File: src/rtl/if_fetch.sv
// Instruction fetch stage: BOOT/RUN/HALT control, PC sequencing and a 2-entry {pc, inst} queue toward decode.
// Define IF_FETCH_PERF_EN to build the fetch/stall performance counters; otherwise both ports read 0.
module if_fetch #(
  parameter logic [31:0] RESET_PC = 32'h0000_0000,
  parameter int          IM_AW    = 10
) (
  input  logic             clk,
  input  logic             rst,
  output logic             IM_read,
  output logic [IM_AW-1:0] IM_addr,
  input  logic [31:0]      IM_out,
  input  logic             redirect_valid,
  input  logic [31:0]      redirect_pc,
  input  logic             halt_req,
  input  logic             id_ready,
  output logic             if_valid,
  output logic [31:0]      if_inst,
  output logic [31:0]      if_pc,
  output logic [31:0]      fetch_cnt,
  output logic [31:0]      stall_cnt
);

  typedef enum logic [1:0] {BOOT, RUN, HALT} state_t;

  state_t      state_reg, state_next;
  logic [31:0] pc_reg;
  logic [1:0]  count_reg, count_next;
  logic        rd_ptr_reg, wr_ptr_reg;
  logic [31:0] fifo_pc   [0:1];
  logic [31:0] fifo_inst [0:1];
  logic        push, pop;

  // Target bits below word alignment are dropped on purpose.
  logic unused_redirect_bits;
  assign unused_redirect_bits = ^redirect_pc[1:0];

  assign if_valid = (count_reg != 2'd0);
  assign pop      = if_valid & id_ready;
  assign push     = IM_read;
  assign IM_addr  = pc_reg[IM_AW+1:2];

  always_ff @(posedge clk or posedge rst) begin
    if (rst) state_reg <= BOOT;
    else     state_reg <= state_next;
  end

  always_comb begin
    state_next = state_reg;
    if (redirect_valid) begin
      state_next = RUN;
    end else begin
      case (state_reg)
        BOOT:    state_next = RUN;
        RUN:     state_next = halt_req ? HALT : RUN;
        HALT:    state_next = HALT;
        default: state_next = BOOT;
      endcase
    end
  end

  // A pop in the same cycle frees the slot that the new read will fill.
  always_comb begin
    IM_read = 1'b0;
    if (state_reg == RUN && !redirect_valid && (count_reg != 2'd2 || pop))
      IM_read = 1'b1;
  end

  always_comb begin
    count_next = count_reg;
    case ({push, pop})
      2'b10:   count_next = count_reg + 2'd1;
      2'b01:   count_next = count_reg - 2'd1;
      default: count_next = count_reg;
    endcase
  end

  always_ff @(posedge clk or posedge rst) begin
    if (rst) begin
      pc_reg     <= RESET_PC;
      count_reg  <= 2'd0;
      rd_ptr_reg <= 1'b0;
      wr_ptr_reg <= 1'b0;
    end else if (redirect_valid) begin
      pc_reg     <= {redirect_pc[31:2], 2'b00};
      count_reg  <= 2'd0;
      rd_ptr_reg <= 1'b0;
      wr_ptr_reg <= 1'b0;
    end else begin
      if (push) begin
        pc_reg     <= pc_reg + 32'd4;
        wr_ptr_reg <= ~wr_ptr_reg;
      end
      if (pop) rd_ptr_reg <= ~rd_ptr_reg;
      count_reg <= count_next;
    end
  end

  // Queue storage needs no reset: count_reg alone decides what is valid.
  generate
    for (genvar gi = 0; gi < 2; gi++) begin : g_slot
      always_ff @(posedge clk) begin
        if (push && wr_ptr_reg == 1'(gi)) begin
          fifo_pc[gi]   <= pc_reg;
          fifo_inst[gi] <= IM_out;
        end
      end
    end
  endgenerate

  assign if_inst = if_valid ? fifo_inst[rd_ptr_reg] : 32'd0;
  assign if_pc   = if_valid ? fifo_pc[rd_ptr_reg]   : 32'd0;

`ifdef IF_FETCH_PERF_EN
  logic [31:0] fetch_cnt_reg, stall_cnt_reg;

  always_ff @(posedge clk or posedge rst) begin
    if (rst) begin
      fetch_cnt_reg <= 32'd0;
      stall_cnt_reg <= 32'd0;
    end else begin
      if (push) fetch_cnt_reg <= fetch_cnt_reg + 32'd1;
      if (state_reg == RUN && !IM_read && !redirect_valid)
        stall_cnt_reg <= stall_cnt_reg + 32'd1;
    end
  end

  assign fetch_cnt = fetch_cnt_reg;
  assign stall_cnt = stall_cnt_reg;
`else
  assign fetch_cnt = 32'd0;
  assign stall_cnt = 32'd0;
`endif

endmodule

File: config.mk
export PLATFORM = sky130hd
export DESIGN_NAME = if_fetch
export DESIGN_NICKNAME = d
export VERILOG_FILES = /design/src/rtl/if_fetch.sv
export SDC_FILE = /design/constraint.sdc
export NUM_CORES = 1
export LEC_CHECK = 0
export CORE_MARGIN = 1
export CORE_UTILIZATION = 45
export CTS_CLUSTER_DIAMETER = 60
export CTS_CLUSTER_SIZE = 28
export DETAILED_ROUTE_END_ITERATION = 6
export PLACE_DENSITY = 0.76
export SLEW_MARGIN = 10
export SYNTH_ARGS = -nofsm -noshare
export SYNTH_HDL_FRONTEND = slang
export SYNTH_SLANG_ARGS = --single-unit
File: constraint.sdc
create_clock -name clk -period 17.1 [get_ports clk]
set_clock_uncertainty 0.05 [all_clocks]
set_input_delay 2.565 -clock clk [delete_from_list [all_inputs] [get_ports clk]]
set_output_delay 2.565 -clock clk [all_outputs]
set_load 0.05 [all_outputs]
==> summary.md, run 1 <==
| Metric | Value |
|---|---|
| Drt drc | 0 |
| Synth top area cells | edfxtp_1 50%, dfrtp_1 12%, mux2i_1 8.7% |
| I/O Pins | 209 |
| Yosys top cell by area | edfxtp_1 |
| LEAKAGE | 3.23 nW |
| Synthesized area per cell | 12.4 um^2 |
| Port bufs | 140 |
| Critical-path top delay cell | clkdlybuf4s50_1 |
| Worst VDD drop | 0.0789 mV |
| Min cycle time layout | 7.16 ns |
| Ys Warns | 0 |
| Worst Setup Path Type | in2out |
| Fmax | 140 MHz |
| Initial Utilization | 46.4% |
| PostCTS Resize Cnt | 0 |
| Overflow after GRT | 0 |
| Number of flip-flops in the largest register | 64 |
| FF-to-FF path depth | 4 |
| Area after DPL | 0.00868 mm^2 |
| Vias in the first global route | 4634 |
| CP endpoint kind | output pin |
| Max Slew Vio Count | 0 |
| Top_reg_cell synth | edfxtp_1 |
| RR Startpoint | state_reg[1] |
| Worst EP required | 14.49 ns |
| Ant. Diodes | 0 |
| Clk Latency, worst-skew pair | 0.42 ns |
| Unique masters post-synth | 48 |
| Final WL | 15300 um |
| CTS buffer count | 17 |
| Slew @ Worst Pin | 1.14 ns |
| Hold crit path type | reg2reg |
| Row cnt | 46 |
| CORE AREA | 0.0159 mm^2 |
| GR Util All Layers | 18.4% |
| NumNets Final | 788 |
| Die W | 130 um |
| DR vias | 4854 |
| Post-synth EDFFs | 124 |
| DR iter-0 viols | 326 |
| Post-CTS Setup Repair Bufs | 0 |
| Setup_tns | 0 ns |
| CTS tree | yes |
| Finished Layout Cells | 947 |
| Hold-fix buffers, CTS | 0 |
| RSZ-0062 raised after global routing | no |
| Clock Tree Root | clkbuf_16 |
| Status | complete, no violations |
| Finished Cell Area | 0.00924 mm^2 |
| Crit path buf inv count | 2 |
| CTS clk-pin slew, worst paths | 0.06 ns |
| Clock Path Buffers | 2 |
| Slew headroom | 23.9% |
| Top-area cell type share of the netlist area | 50.3% |
| Final hold viol count | 0 |
| Reg2reg end | fifo_pc[1][31] |
| Post-DP HPWL | 9970 um |
| CP max stage delay | 0.76 ns |
| First-pass GRT wire length | 23300 um |
| Vias per Instance | 5.13 |
| Final Wtd Congestion | 0.800 |
| Layout cells sized above 1 | 6.16% |
| Die area | 0.0170 mm^2 |
| Setup crit end | IM_read |
| Final ANT Viol Nets | 0 |
| Critical path's most frequent cell | clkdlybuf4s50_1 |
| Async set-or-reset flop fraction in the synthesized netlist | 22.5% |
| Crit. Startpoint | id_ready |
| R2R Setup Slk | 14.48 ns |
| CP max FO | 8 |
| Final setup fails | 0 |
| Die H | 130 um |
| 1st-pass router iterations | 5 |
| CP cell instances | clkdlybuf4s50_1, nor3b_2, nor3_1, clkdlybuf4s50_1 |
| Seq/Total Area, Yosys | 62.5% |
| WP depth | 4 |
| Mapped cell area | 0.00740 mm^2 |
| Initial antenna violation count | 0 |
| Startpoint Class | primary input |
| Pwr Density | 123 mW/mm^2 |
| Area grow syn2layout | 24.9% |
| Dpl cells | 915 |
| Fin crit share | 41.9% |
| Max-cap violations | 0 |
| H-Tree Depth | 4 |
| Largest net degree at the start of global routing | 64 |
| Post-synthesis cell count | 595 |
| Crit path max-delay family | buffers and inverters |
| FF+latch count, synth | 160 |
| Worst EP arrival | 4.55 ns |
| WL/cell | 16.2 um |
| CTS sink cnt | 160 |
[area by class of cell]
cell class / count / area, um^2
clock inverters: 11 / 118
multi-input cells: 388 / 2320
fillers: 1306 / 6700
flip-flops and latches: 160 / 4630
well taps: 216 / 270
inverters: 6 / 22.5
clock buffers: 21 / 450
repair buffers: 145 / 1430
[cells in the final DEF, fill, tap and decap left out, types with 11 or more instances in the layout]
cell type	instances
nor2_1	83
o31ai_1	13
o21ai_0	11
nand3_1	19
clkbuf_16	17
nand2_1	26
edfxtp_1	124
dfrtp_1	35
clkdlybuf4s50_1	139
mux2i_1	64
nand4_1	13
a31oi_1	11
conb_1	66
or4_1	13
[worst min path at each step]
stage	start	end	slack [ns]	cells past startpoint
6_report	state_reg[1]	state_reg[1]	0.46	1
4_1_cts	state_reg[1]	state_reg[1]	0.47	1
3_3_place_gp	state_reg[1]	state_reg[1]	0.44	1
5_1_grt	state_reg[1]	state_reg[1]	0.50	1
2_1_floorplan	state_reg[1]	state_reg[1]	0.41	1
3_5_place_dp	state_reg[1]	state_reg[1]	0.46	1
[cell families (layout without fill, tap and decap cells)]
family	Yosys count	after routing	synth area share, %
xor gates and xnor gates	11	11	1.30
muxes	64	64	8.66
other	1	66	0.0507
AOI/OAI and AO/OA	51	51	4.60
DFF	160	160	62.5
adders and majority gates	1	1	0.169
and+or+nand+nor	195	195	13.1
buffers and inverters	112	183	9.62
[metrics by stage]
step | setup slack [ns] | hold WS [ns] | total power (W) | util, %
finish | 9.94 | 0.461 | 0.00113 | 58.0
global route | 9.84 | 0.501 | 0.00118 | 58.0
CTS | 9.95 | 0.469 | 0.00115 | 58.0
detailed placement | 9.95 | 0.461 | 0.000782 | 54.4
global placement | 9.99 | 0.435 | 0.000774 | 54.4
floorplan | 7.31 | 0.409 | 0.000707 | -
[per-layer routing]
metal  wire length, um  track usage [%]
met1              6380             22.1
met4               266             8.07
met5                 0                0
met2              7620             31.1
met3              1030             5.04
[Yosys cell counts (all sizes together), types with 3 or more instances]
| master | n |
|---|---|
| buf | 87 |
| a31oi | 11 |
| inv | 5 |
| a21oi | 4 |
| mux2i | 64 |
| nor2b | 4 |
| dfrtp | 36 |
| nor3 | 6 |
| nor3b | 4 |
| xnor2 | 6 |
| edfxtp | 124 |
| clkbuf | 19 |
| or4 | 14 |
| nand2 | 26 |
| o21ai | 11 |
| o31ai | 13 |
| nor4 | 5 |
| nand2b | 3 |
| nor2 | 84 |
| nand4 | 13 |
| xor2 | 5 |
| nand3 | 20 |
[where the power goes]
group          switching [W]  leakage, nW  total, W  internal [W]
registers          0.0000318         1.56  0.000492      0.000460
clock network       0.000144        0.266  0.000361      0.000217
logic               0.000191         1.40  0.000281     0.0000898
total               0.000367         3.23   0.00113      0.000767
No activity file was read; power rests on OpenSTA's default activity.
==> inputs of run 2 (changes only) <==
--- a/config.mk
+++ b/config.mk
@@ -6,11 +6,11 @@
 export NUM_CORES = 1
 export LEC_CHECK = 0
 export CORE_MARGIN = 1
-export CORE_UTILIZATION = 45
+export CORE_UTILIZATION = 44
 export CTS_CLUSTER_DIAMETER = 60
 export CTS_CLUSTER_SIZE = 28
 export DETAILED_ROUTE_END_ITERATION = 6
-export PLACE_DENSITY = 0.76
+export PLACE_DENSITY = 0.77
 export SLEW_MARGIN = 10
 export SYNTH_ARGS = -nofsm -noshare
 export SYNTH_HDL_FRONTEND = slang
==> constraint.sdc (replaced) <==
create_clock -name clk -period 5.8 [get_ports clk]
set_clock_uncertainty 0.05 [all_clocks]
set_input_delay 0.87 -clock clk [delete_from_list [all_inputs] [get_ports clk]]
set_output_delay 0.87 -clock clk [all_outputs]
set_load 0.05 [all_outputs]
==> run 2 against run 1 <==
Effect of this change: critical path type unchanged; worst setup slack got worse by 8.0 ns; utilization fell by 1.7 points; critical path depth did not move; largest cell class unchanged; critical endpoint unchanged; via count fell by 0.66%; non-clock buffer count did not move; routed wire length fell by 0.48%; sequential share of layout area fell by 0.32 points; sequential power rose to 2.9 times the previous value; global-route usage fell by 0.44 points; count of clock-buffer cells in the layout fell by 2; clock power rose to 3.2 times the previous value; power rose to 3.0 times the previous value.
==> summary.md, run 2 (same netlist as run 1, synthesis figures left out) <==
| Metric | Value |
|---|---|
| Status | complete, no violations (unchanged) |
| GR met1 Demand/Resource | 21.5% (was 22.1%) |
| First-pass GRT wire length | 24100 um (was 23300 um) |
| Multi-input gate area | 0.00233 mm^2 (was 0.00232 mm^2) |
| CTS sink cnt | 160 (unchanged) |
| Number of flip-flops in the largest register | 64 (unchanged) |
| WL/cell | 16.0 um (was 16.2 um) |
| Die area | 0.0173 mm^2 (was 0.0170 mm^2) |
| Die H | 132 um (was 130 um) |
| Met2 Track Usage GR | 31.3% (was 31.1%) |
| Max Slew Vio Count | 0 (unchanged) |
| Pwr Density | 368 mW/mm^2 (was 123 mW/mm^2) |
| CP endpoint kind | output pin (unchanged) |
| Clk Latency, worst-skew pair | 0.42 ns (about the same) |
| Gr busiest metal | met2 (unchanged) |
| Vias in the first global route | 4736 (was 4634) |
| Layout cells sized above 1 | 6.57% (was 6.16%) |
| DR vias | 4822 (was 4854) |
| GR Util All Layers | 18.0% (was 18.4%) |
| Commonest non-fill, non-tap cell in the layout | clkdlybuf4s50_1 (unchanged) |
| Most frequent cells in the layout | 139 x clkdlybuf4s50_1, 124 x edfxtp_1, 83 x nor2_1 (unchanged) |
| Setup_tns | 0 ns (unchanged) |
| Area grow syn2layout | 25.8% (was 24.9%) |
| Clock Path Buffers | 2 (unchanged) |
| Worst EP required | 4.88 ns (was 14.49 ns) |
| Hold crit path type | reg2reg (unchanged) |
| 1st-pass router iterations | 4 (was 5) |
| Fmax | 260 MHz |
| Fillers | 1364 (was 1306) |
| Clock Power Share | 33.3% (was 31.8%) |
| Fin crit share | 66.4% |
| Clock Tree Root | clkbuf_16 (unchanged) |
| Register area | 0.00463 mm^2 (unchanged) |
| Post-CTS Setup Repair Bufs | 0 (unchanged) |
| Min cycle time layout | 3.85 ns |
| DR iter-0 viols | 315 (was 326) |
| Worst EP arrival | 2.93 ns (was 4.55 ns) |
| Worst VDD drop | 0.209 mV (was 0.0789 mV) |
| I/O Pins | 209 (unchanged) |
| Final core occ | 56.3% (was 58.0%) |
| CP max FO | 8 (unchanged) |
| Slew @ Worst Pin | 1.10 ns (was 1.14 ns) |
| Max-cap violations | 0 (unchanged) |
| RSZ-0062 raised after global routing | no (unchanged) |
| NumNets Final | 788 (unchanged) |
| Final hold viol count | 0 (unchanged) |
| Worst Setup Path Type | in2out (unchanged) |
| CORE AREA | 0.0165 mm^2 (was 0.0159 mm^2) |
| Slew headroom | 26.7% (was 23.9%) |
| Port bufs | 140 (unchanged) |
| CTS clk-pin slew, worst paths | 0.06 ns (about the same) |
| Startpoint Class | primary input (unchanged) |
| Final WL | 15200 um (was 15300 um) |
| Ant. Diodes | 0 (unchanged) |
| Internal | 0.00232 W (was 0.000767 W) |
| CTS buffer count | 17 (unchanged) |
| Initial antenna violation count | 0 (unchanged) |
| CTS tree | yes (unchanged) |
| Initial Utilization | 44.8% (was 46.4%) |
| Die W | 132 um (was 130 um) |
| Sw Share | 32.2% (was 32.4%) |
| Grt met3 use | 3.59% (was 5.04%) |
| Drt drc | 0 (unchanged) |
| Final Wtd Congestion | 0.802 (was 0.800) |
| Net switching power | 0.00110 W (was 0.000367 W) |
| Largest net degree at the start of global routing | 64 (unchanged) |
| Comb pwr share | 24.2% (was 24.8%) |
| Hold-fix buffers, CTS | 0 (unchanged) |
| H-Tree Depth | 4 (unchanged) |
| PostCTS Resize Cnt | 0 (unchanged) |
| Final setup fails | 0 (unchanged) |
| LEAKAGE | 3.26 nW (was 3.23 nW) |
| Post-DP HPWL | 10100 um (was 9970 um) |
| Vias per Instance | 5.07 (was 5.13) |
| Share of power burned in registers | 42.4% (was 43.4%) |
| Overflow after GRT | 0 (unchanged) |
| Row cnt | 47 (was 46) |
| Final ANT Viol Nets | 0 (unchanged) |
[run 2: changes by cell type in the layout (fill, tap and decap cells not counted)]
cell / before / now
nor4_2: 1 / 0
nor4_4: 0 / 1
clkinvlp_4: 4 / 3
bufinv_16: 2 / 3
clkinv_4: 1 / 3
inv_6: 0 / 1
clkinv_2: 3 / 2
clkbuf_8: 1 / 2
clkbuf_1: 3 / 0
[run 2: final timing paths]
kind / startpoint / end / slack [ns] / cells after the start
max: id_ready / IM_read / 1.95 / 4
min: state_reg[1] / state_reg[1] / 0.46 / 1
min reg2reg: state_reg[1] / state_reg[1] / 0.46 / 1
min in group asynchronous: rst / pc_reg[22] / 0.81 / 3
max reg2reg: state_reg[1] / fifo_pc[1][28] / 2.97 / 4
max in group asynchronous: rst / rd_ptr_reg / 4.52 / 3
[run 2: routing by layer]
metal	vias up	routed length (um)	share of wire, %
li1	2276	-	-
met1	2369	6510	43
met2	153	7880	52
met3	24	579	3.8
met4	0	258	1.7
met5	-	0	0
[run 2: worst max-delay path, stage by stage]
cell	delay [ns]
clkdlybuf4s50_1	0.56
nor3b_2	0.59
nor3_1	0.14
clkdlybuf4s50_1	0.76
[run 2: layout make-up]
type | instances | share of cell area (%)
sequential | 160 | 49.7
multi-input combinational | 388 | 25.0
timing repair buffer | 145 | 15.4
clock buffer | 19 | 4.87
tap | 220 | 2.96
clock inverter | 13 | 1.73
inverter | 6 | 0.242
[run 2: metrics by stage]
stage | worst slack [ns] | area (um^2) | total power (W) | hold WS (ns) | cells
floorplan | 0.316 | 7650 | 0.00208 | 0.409 | 660
global placement | 2.02 | 8690 | 0.00229 | 0.437 | 919
detailed placement | 1.98 | 8690 | 0.00231 | 0.449 | 919
CTS | 1.93 | 9300 | 0.00345 | 0.457 | 951
global route | 1.79 | 9300 | 0.00355 | 0.502 | 951
finish | 1.95 | 9300 | 0.00342 | 0.459 | 951
[run 2: power by group through the flow]
stage	registers [W]	logic [W]	clock network, W
after floorplan	0.00143	0.000655	0
after global placement	0.00147	0.000821	0
after detailed placement	0.00148	0.000834	0
after CTS	0.00145	0.000837	0.00116
after global routing	0.00147	0.000876	0.00121
final	0.00145	0.000830	0.00114
